--- src/rtl/pid_gain_regfile_if.sv ---
// rtl/pid_gain_regfile_if.sv - I2C-slave side write/read bus of the PID gain register file
interface pid_gain_regfile_if #(
    parameter int GAIN_W = 6
);
    logic              wr_tgl;
    logic [1:0]        wr_addr;
    logic [GAIN_W-1:0] wr_data;
    logic [1:0]        rd_addr;
    logic [GAIN_W-1:0] read_value;

    modport master (
        output wr_tgl,
        output wr_addr,
        output wr_data,
        output rd_addr,
        input  read_value
    );

    modport slave (
        input  wr_tgl,
        input  wr_addr,
        input  wr_data,
        input  rd_addr,
        output read_value
    );
endinterface

--- src/rtl/pid_gain_regfile.sv ---
// rtl/pid_gain_regfile.sv - CDC write capture, shadow/active PID gains with tick-aligned commit
module pid_gain_regfile #(
    parameter int                GAIN_W  = 6,
    parameter logic [GAIN_W-1:0] KP_INIT = '0,
    parameter logic [GAIN_W-1:0] KI_INIT = '0,
    parameter logic [GAIN_W-1:0] KD_INIT = '0,
    parameter int                ERR_W   = 4
) (
    input  logic                clk,
    input  logic                rst_n,
    pid_gain_regfile_if.slave   bus,
    input  logic                sample_tick,
    input  logic                lock,
    output logic [GAIN_W-1:0]   kp,
    output logic [GAIN_W-1:0]   ki,
    output logic [GAIN_W-1:0]   kd,
    output logic [2:0]          pending,
    output logic                gains_updated,
    output logic [ERR_W-1:0]    err_count
);
    typedef enum logic [1:0] {
        IDLE   = 2'd0,
        ARMED  = 2'd1,
        COMMIT = 2'd2
    } state_t;

    state_t            state_q;
    logic              meta_q;
    logic              sync_q;
    logic              prev_q;
    logic [1:0]        prime_cnt_q;
    logic [GAIN_W-1:0] kp_sh_q, ki_sh_q, kd_sh_q;
    logic [GAIN_W-1:0] kp_q, ki_q, kd_q;
    logic [2:0]        pending_q;
    logic              gains_updated_q;
    logic [ERR_W-1:0]  err_count_q;
    logic [GAIN_W-1:0] read_value_q;

    logic              wr_evt;
    logic [2:0]        wr_sel;
    logic              wr_bad;
    logic [GAIN_W-1:0] read_value_d;

    assign wr_evt = sync_q ^ prev_q;

    always_comb begin
        wr_sel = 3'b000;
        wr_bad = 1'b0;
        if (wr_evt) begin
            case (bus.wr_addr)
                2'd0:    wr_sel = 3'b001;
                2'd1:    wr_sel = 3'b010;
                2'd2:    wr_sel = 3'b100;
                default: wr_bad = 1'b1;
            endcase
        end
    end

    always_comb begin
        read_value_d = '0;
        case (bus.rd_addr)
            2'd0:    read_value_d = kp_sh_q;
            2'd1:    read_value_d = ki_sh_q;
            2'd2:    read_value_d = kd_sh_q;
            default: read_value_d = '0;
        endcase
    end

    always_ff @(posedge clk) begin
        if (!rst_n) begin
            state_q         <= IDLE;
            meta_q          <= 1'b0;
            sync_q          <= 1'b0;
            prev_q          <= 1'b0;
            prime_cnt_q     <= 2'd0;
            kp_sh_q         <= KP_INIT;
            ki_sh_q         <= KI_INIT;
            kd_sh_q         <= KD_INIT;
            kp_q            <= KP_INIT;
            ki_q            <= KI_INIT;
            kd_q            <= KD_INIT;
            pending_q       <= 3'b000;
            gains_updated_q <= 1'b0;
            err_count_q     <= '0;
            read_value_q    <= '0;
        end else begin
            meta_q <= bus.wr_tgl;
            sync_q <= meta_q;
            // While the synchronizer refills after reset, prev tracks the value sync is
            // about to take, so a wr_tgl level held through reset is never seen as a toggle.
            if (prime_cnt_q != 2'd2) begin
                prev_q      <= meta_q;
                prime_cnt_q <= prime_cnt_q + 2'd1;
            end else begin
                prev_q <= sync_q;
            end

            if (wr_sel[0]) kp_sh_q <= bus.wr_data;
            if (wr_sel[1]) ki_sh_q <= bus.wr_data;
            if (wr_sel[2]) kd_sh_q <= bus.wr_data;
            if (wr_bad && (err_count_q != {ERR_W{1'b1}})) err_count_q <= err_count_q + 1'b1;

            read_value_q    <= read_value_d;
            gains_updated_q <= 1'b0;

            case (state_q)
                IDLE: begin
                    pending_q <= pending_q | wr_sel;
                    if (pending_q != 3'b000) state_q <= ARMED;
                end
                ARMED: begin
                    pending_q <= pending_q | wr_sel;
                    if (sample_tick && !lock) state_q <= COMMIT;
                end
                COMMIT: begin
                    // Shadow regs still hold start-of-cycle values here; a write landing now stays pending.
                    if (pending_q[0]) kp_q <= kp_sh_q;
                    if (pending_q[1]) ki_q <= ki_sh_q;
                    if (pending_q[2]) kd_q <= kd_sh_q;
                    pending_q       <= wr_sel;
                    gains_updated_q <= 1'b1;
                    state_q         <= (wr_sel != 3'b000) ? ARMED : IDLE;
                end
                default: state_q <= IDLE;
            endcase
        end
    end

    assign bus.read_value = read_value_q;
    assign kp             = kp_q;
    assign ki             = ki_q;
    assign kd             = kd_q;
    assign pending        = pending_q;
    assign gains_updated  = gains_updated_q;
    assign err_count      = err_count_q;
endmodule
--- src/flat_wrapper.sv ---
// flat-port wrapper written by rule: the top's interface ports become plain ports
module pid_gain_regfile_flat 
#(
    parameter int                GAIN_W  = 6,
    parameter logic [GAIN_W-1:0] KP_INIT = '0,
    parameter logic [GAIN_W-1:0] KI_INIT = '0,
    parameter logic [GAIN_W-1:0] KD_INIT = '0,
    parameter int                ERR_W   = 4
)
  (clk, rst_n, sample_tick, lock, kp, ki, kd, pending, gains_updated, err_count, bus_wr_tgl, bus_wr_addr, bus_wr_data, bus_rd_addr, bus_read_value);
  pid_gain_regfile_if #(.GAIN_W(GAIN_W)) bus_i ();
  input  logic clk;
  input  logic rst_n;
  input  logic sample_tick;
  input  logic lock;
  output logic [GAIN_W-1:0] kp;
  output logic [GAIN_W-1:0] ki;
  output logic [GAIN_W-1:0] kd;
  output logic [2:0] pending;
  output logic gains_updated;
  output logic [ERR_W-1:0] err_count;
  input wire logic [$bits(bus_i.wr_tgl)-1:0] bus_wr_tgl;
  input wire logic [$bits(bus_i.wr_addr)-1:0] bus_wr_addr;
  input wire logic [$bits(bus_i.wr_data)-1:0] bus_wr_data;
  input wire logic [$bits(bus_i.rd_addr)-1:0] bus_rd_addr;
  output wire logic [$bits(bus_i.read_value)-1:0] bus_read_value;
  assign bus_i.wr_tgl = bus_wr_tgl;
  assign bus_i.wr_addr = bus_wr_addr;
  assign bus_i.wr_data = bus_wr_data;
  assign bus_i.rd_addr = bus_rd_addr;
  assign bus_read_value = bus_i.read_value;
  pid_gain_regfile #(.GAIN_W(GAIN_W), .KP_INIT(KP_INIT), .KI_INIT(KI_INIT), .KD_INIT(KD_INIT), .ERR_W(ERR_W)) u_core (.clk(clk), .rst_n(rst_n), .bus(bus_i), .sample_tick(sample_tick), .lock(lock), .kp(kp), .ki(ki), .kd(kd), .pending(pending), .gains_updated(gains_updated), .err_count(err_count));
endmodule
--- config.mk ---
export PLATFORM = sky130hd
export DESIGN_NAME = pid_gain_regfile_flat
export DESIGN_NICKNAME = d
export VERILOG_FILES = /design/src/rtl/pid_gain_regfile_if.sv /design/src/rtl/pid_gain_regfile.sv /design/src/flat_wrapper.sv
export SDC_FILE = /design/constraint.sdc
export NUM_CORES = 1
export LEC_CHECK = 0
export CAP_MARGIN = 20
export CORE_ASPECT_RATIO = 1.25
export CORE_MARGIN = 3
export CORE_UTILIZATION = 55
export CTS_BUF_LIST = sky130_fd_sc_hd__clkbuf_8
export CTS_CLUSTER_DIAMETER = 80
export CTS_CLUSTER_SIZE = 25
export DETAILED_ROUTE_END_ITERATION = 6
export PLACE_DENSITY = 0.94
export SYNTH_ARGS = -nofsm -noshare
export SYNTH_HDL_FRONTEND = slang
export SYNTH_SLANG_ARGS = --single-unit
--- constraint.sdc ---
create_clock -name clk -period 2.6 [get_ports clk]
set_input_delay 0.65 -clock clk [delete_from_list [all_inputs] [get_ports clk]]
set_output_delay 0.65 -clock clk [all_outputs]
set_load 0.01 [all_outputs]
After elaboration in Yosys (flattened, before gate mapping)
Index checks and enable logic that the tools add are counted.
{"block": "totals", "out_inout_bits": 32, "ff_bits": 57, "elab_cells": 56}
{"block": "op_classes", "muxes": 12, "n_reduce_logical": 15, "addsub": 2, "bitwise_logic": 2, "n_eq_ne": 10}
{"operator": "$pmux 6 s3", "count": 1}
{"operator": "$pmux 3 s3", "count": 1}
{"operator": "$reduce_and 2->1", "count": 4}
{"operator": "$eq 2x1->1 const B", "count": 3}
{"operator": "$eq 2x2->1 const B", "count": 3}
{"operator": "$logic_not 2->1", "count": 3}
{"operator": "$pmux 2 s3", "count": 1}
{"operator": "$pmux 3 s2", "count": 1}
{"operator": "$reduce_bool 3->1", "count": 2}
{"operator": "$mux 1", "count": 5}
{"operator": "$add 4x1->4 const B", "count": 1}
{"operator": "$mux 2", "count": 2}
{"operator": "$ne 2x1->1 const B", "count": 2}
{"operator": "$ne 4x4->1 const B", "count": 1}
{"operator": "$mux 3", "count": 1}
{"operator": "$or 3x3->3", "count": 1}
{"operator": "$reduce_or 3->1", "count": 1}
{"operator": "$add 2x1->2 const B", "count": 1}
{"operator": "$logic_and 1x1->1", "count": 2}
{"operator": "$ne 2x2->1 const B", "count": 1}
{"operator": "$reduce_bool 2->1", "count": 1}
{"operator": "$reduce_or 2->1", "count": 1}
{"operator": "$logic_not 1->1", "count": 1}
{"operator": "$xor 1x1->1", "count": 1}

Longest topological paths before layout
{"block": "logic_depth", "depth_word": 6, "mapped_depth": 5}

Worst setup path after synthesis
No wires, ideal clock.
{"block": "synth_path", "path_type": "in2reg", "startpoint": "input port bus_wr_addr[1]", "endpoint": "register u_core.err_count_q[3], in the netlist u_core.err_count[3]", "stages": 4, "t_required_ps": 2484, "setup_time_ps": 116, "path_buffers": 1, "setup_slack_ps": 950, "t_arrival_ps": 1534, "cell_sequence": "buf_2 > nand2_4 > or4_1 > o211a_1"}
{"block": "synth_between", "elab_chain_cells": 5, "elab_cells_between_ends": 7, "classes_between": "2 x eq/ne; 2 x mux; 3 x reduce/logical"}
{"item": "from (decl)", "line_no": "flat_wrapper.sv:23", "rtl": "input wire logic [$bits(bus_i.wr_addr)-1:0] bus_wr_addr;"}
{"item": "$eq 2x1->1, or another cell as far along", "line_no": "pid_gain_regfile.sv:50", "rtl": "case (bus.wr_addr)"}
{"item": "$reduce_or 3->1 (no source line) (*)"}
{"item": "$mux 1 (*)", "line_no": "pid_gain_regfile.sv:50"}
{"item": "$mux 1 (*)", "line_no": "pid_gain_regfile.sv:49", "rtl": "if (wr_evt) begin"}
{"item": "$logic_and 1x1->1 (*)", "line_no": "pid_gain_regfile.sv:101", "rtl": "if (wr_bad && (err_count_q != {ERR_W{1'b1}})) err_count_q <= err_count_q + 1'b1;"}
{"item": "to (signal assigned)", "line_no": "pid_gain_regfile.sv:101"}
{"item": "to (decl)", "line_no": "pid_gain_regfile.sv:36", "rtl": "logic [ERR_W-1:0] err_count_q;"}
Every way passes the cells marked *; elsewhere a longest branch is shown, timed or not.
A chain may end at the register's enable or synchronous reset.

Worst setup path in the final report
{"block": "layout_path", "startpoint": "register u_core.err_count_q[2], in the netlist u_core.err_count[2]", "endpoint": "output port err_count[2]"}
{"item": "to (decl)", "line_no": "flat_wrapper.sv:21", "rtl": "output logic [ERR_W-1:0] err_count;"}
No word-level cell between the ends.

==> run_results.csv <==
group,metric,value,unit
worst_setup_path,r2r-start,"u_core.sync_q",
finish,num_antenna_cells,0,
drt,wl_per_cell,15.3,um
worst_setup_path,rr_endpoint,"u_core.kd_sh_q[1]",
sta,slew_violations,0,
clocking,cts_resized,0,
synthesis,syn_nets,253,
global_route,grt_overflow,0,
worst_setup_path,path_max_fanout,5,
synthesis,synth_area,0.00229,sq mm
min_path,hold_end,"u_core.sync_q",
worst_setup_path,cp_data_required_time,1950,ps
die,ioPinCount,47,
worst_setup_path,critical_path_arrival,1350,ps
place,globalplace.congestion,0.856,
job,maxCapViolations,0,
worst_setup_path,critPathBufInv,1,
drt,drt_wl_total,5260,um
synthesis,synth_top_cell_by_area,"dfxtp_1",
global_route,antenna_found_initial,0,
worst_setup_path,end_kind,"output port",
synthesis,synth.area.top_cells,"dfxtp_1, mux2i_1, nand2_1",
drt,vias_per_cell,5.53,
min_path,holdPathStages,1,
finish,area_growth,31.2,%
synthesis,ys_ff_latch,57,
die,core,0.00391,sq mm
finish,fin_cells,344,
die,die_y,78.2,um
place,dp_hpwl,3690,um
clocking,cts.sinks,57,
worst_setup_path,critical-path-top-delay-family,"buffers and inverters",
sta,layout_setup_ws,597,ps
worst_setup_path,crit_path_max_incr_delay,580,ps
drt,ant_nets,0,
worst_setup_path,critPathKind,"flop to output port",
finish,layout.nets,302,
sta,fmax,0.499,GHz
place,place_ws,343,ps
global_route,grt_max_degree,29,
synthesis,yosysSeqAreaShare,49.8,%
clocking,cts-htree-levels,3,
die,die-area,0.00499,sq mm
die,floorplan.initialDensity,58.7,%
place,port_buffers,46,
clocking,cts_root_buf,"clkbuf_8",
power,pwr_density_cell,658,mW/mm^2
global_route,first_global_vias,1865,
finish,final_common_cell,"dfxtp_1",
clocking,numCtsBuffers,9,
drt,dr.pass1.iters,4,
worst_setup_path,cp-start-kind,"flop",
sta,fin_crit,2000,ps
drt,vias,1901,
sta,tightest_slew,553,ps
sta,final_hold_viol_count,0,
worst_setup_path,crit_chain,"clkdlybuf4s50_1",
die,die_width,63.8,um
sta,setup_viol,0,
synthesis,yosys_warnings,0,
die,num_rows,25,
finish,drive_gt1_share,10.0,%
sta,rsz0062_at_grt,"no",
outcome,status,"completed",
min_path,min_from,"u_core.meta_q",
power,p_leak,0.00127,uW
sta,slew_headroom,63.1,%
synthesis,yosys.area.top_type_share,49.8,%
clocking,tritoncts,"yes",
clocking,clkLatencyLatePin,340,ps
clocking,postCtsHoldBufs,0,
min_path,holdCritPathClass,"flop to flop",
sta,setup_tns,0,ps
finish,mostFrequentLayoutCells,"dfxtp_1, clkdlybuf4s50_1, mux2i_1",
place,dp.cells,328,
sta,fin_skew,8.20,ps
synthesis,synthDistinctLibCells,36,
drt,dr.first_iter.drc_count,105,
power,vdd_drop_max,0.421,mV
clocking,cts.clk_slew.worst_paths,60,ps
synthesis,postSynthCellCount,236,
worst_setup_path,rr_worst_depth,4,
sta,post-route-period-util,77.0,%
worst_setup_path,rrSetupSlack,1150,ps
global_route,grt_use_total,23.3,%
worst_setup_path,slowest_stage,"clkdlybuf4s50_1",
synthesis,syn_area_per_cell,9.72,sq um
clocking,cts_setup_buffers,0,
clocking,clock_path_buffers,2,
global_route,grt_pass1_wl,8870,um
drt,drcViolationCount,0,
worst max-delay path by stage:
stage,slack (ps),startpoint,cells past startpoint,end
after floorplan,950,bus_wr_addr[1],4,u_core.err_count[3]
after global placement,390,bus_wr_addr[1],4,u_core.err_count[3]
after detailed placement,340,bus_wr_addr[0],4,u_core.pending[1]
after CTS,580,u_core.err_count[2],1,err_count[2]
after global routing,540,u_core.err_count[3],1,err_count[3]
final,600,u_core.err_count[2],1,err_count[2]
sequential cells by signal, indices dropped and copies added, names as in the netlist:
signal / flops
u_core.bus.read_value: 6
u_core.pending: 3
u_core.sync_q: 1
u_core.state_q: 2
u_core.kd_sh_q: 6
u_core.ki_sh_q: 6
u_core.kd: 6
u_core.prev_q: 1
u_core.meta_q: 1
u_core.err_count: 4
u_core.kp_sh_q: 6
u_core.prime_cnt_q: 2
u_core.ki: 6
u_core.gains_updated: 1
u_core.kp: 6
per-stage QoR:
stage                     power (uW)  hold slack, ps  area [sq um]  util [%]
final                           1980             460          3010      77.0
after global routing            2060             489          3010      77.0
after CTS                       1980             464          3010      77.0
after detailed placement        1150             445          2800      71.6
after global placement          1140             439          2800      71.6
after floorplan                 1080             429          2290         -
routing by layer:
metal | part of all wire [%] | global-route usage, %
met1 | 40 | 26.8
met2 | 52 | 39.2
met3 | 6.1 | 4.29
met4 | 2.5 | 15.6
met5 | 0 | 0
cells in the mapped netlist (all sizes together):
cell    count
or2b        1
nor4        1
o221a       1
a211oi      1
ha          2
and2        2
a311oi      1
o21ai       6
nor3        5
a21oi      14
nand4b      1
xnor2       1
buf         7
inv         3
o211a       1
nor4b       2
nand3b      3
nand2b      4
clkbuf      6
o41ai       1
mux2i      39
nand3       8
or4         1
a21boi      1
dfxtp      57
xor2        2
nand2      30
a41oi       2
or2         6
a31oi       2
nor2b       2
nor2       23
area by class of cell:
class | instances | area (sq um)
Multi-Input combinational cell | 163 | 1080
Inverter | 3 | 11.3
Sequential cell | 57 | 1140
Tap cell | 54 | 67.6
Clock buffer | 12 | 165
Clock inverter | 4 | 42.5
Timing Repair Buffer | 51 | 498
Fill cell | 260 | 901
power breakdown:
group	leakage [uW]	internal, uW	switching, uW	total (uW)
clock	0.000115	512	333	845
sequential	0.000461	908	27.3	935
combinational	0.000698	92.3	109	201
worst register-to-register path: stages, from the launching register on:
cell and delay [ps]:
dfxtp_1 380, xor2_1 150, buf_4 200, nand3_1 340, mux2i_1 300
kinds of logic (layout without fill, tap and decap cells):
kind of cell    count (synthesis)  in the layout  synth area share, %
fa+ha+maj                       2              2                 1.09
mux                            39             39                 17.0
xor+xnor                        3              3                 1.15
compound gates                 30             30                 8.78
simple gates                   89             89                 19.2
flops                          57             57                 49.8
buf+inv                        16             70                 3.00
(Power assumes the default switching activity.)
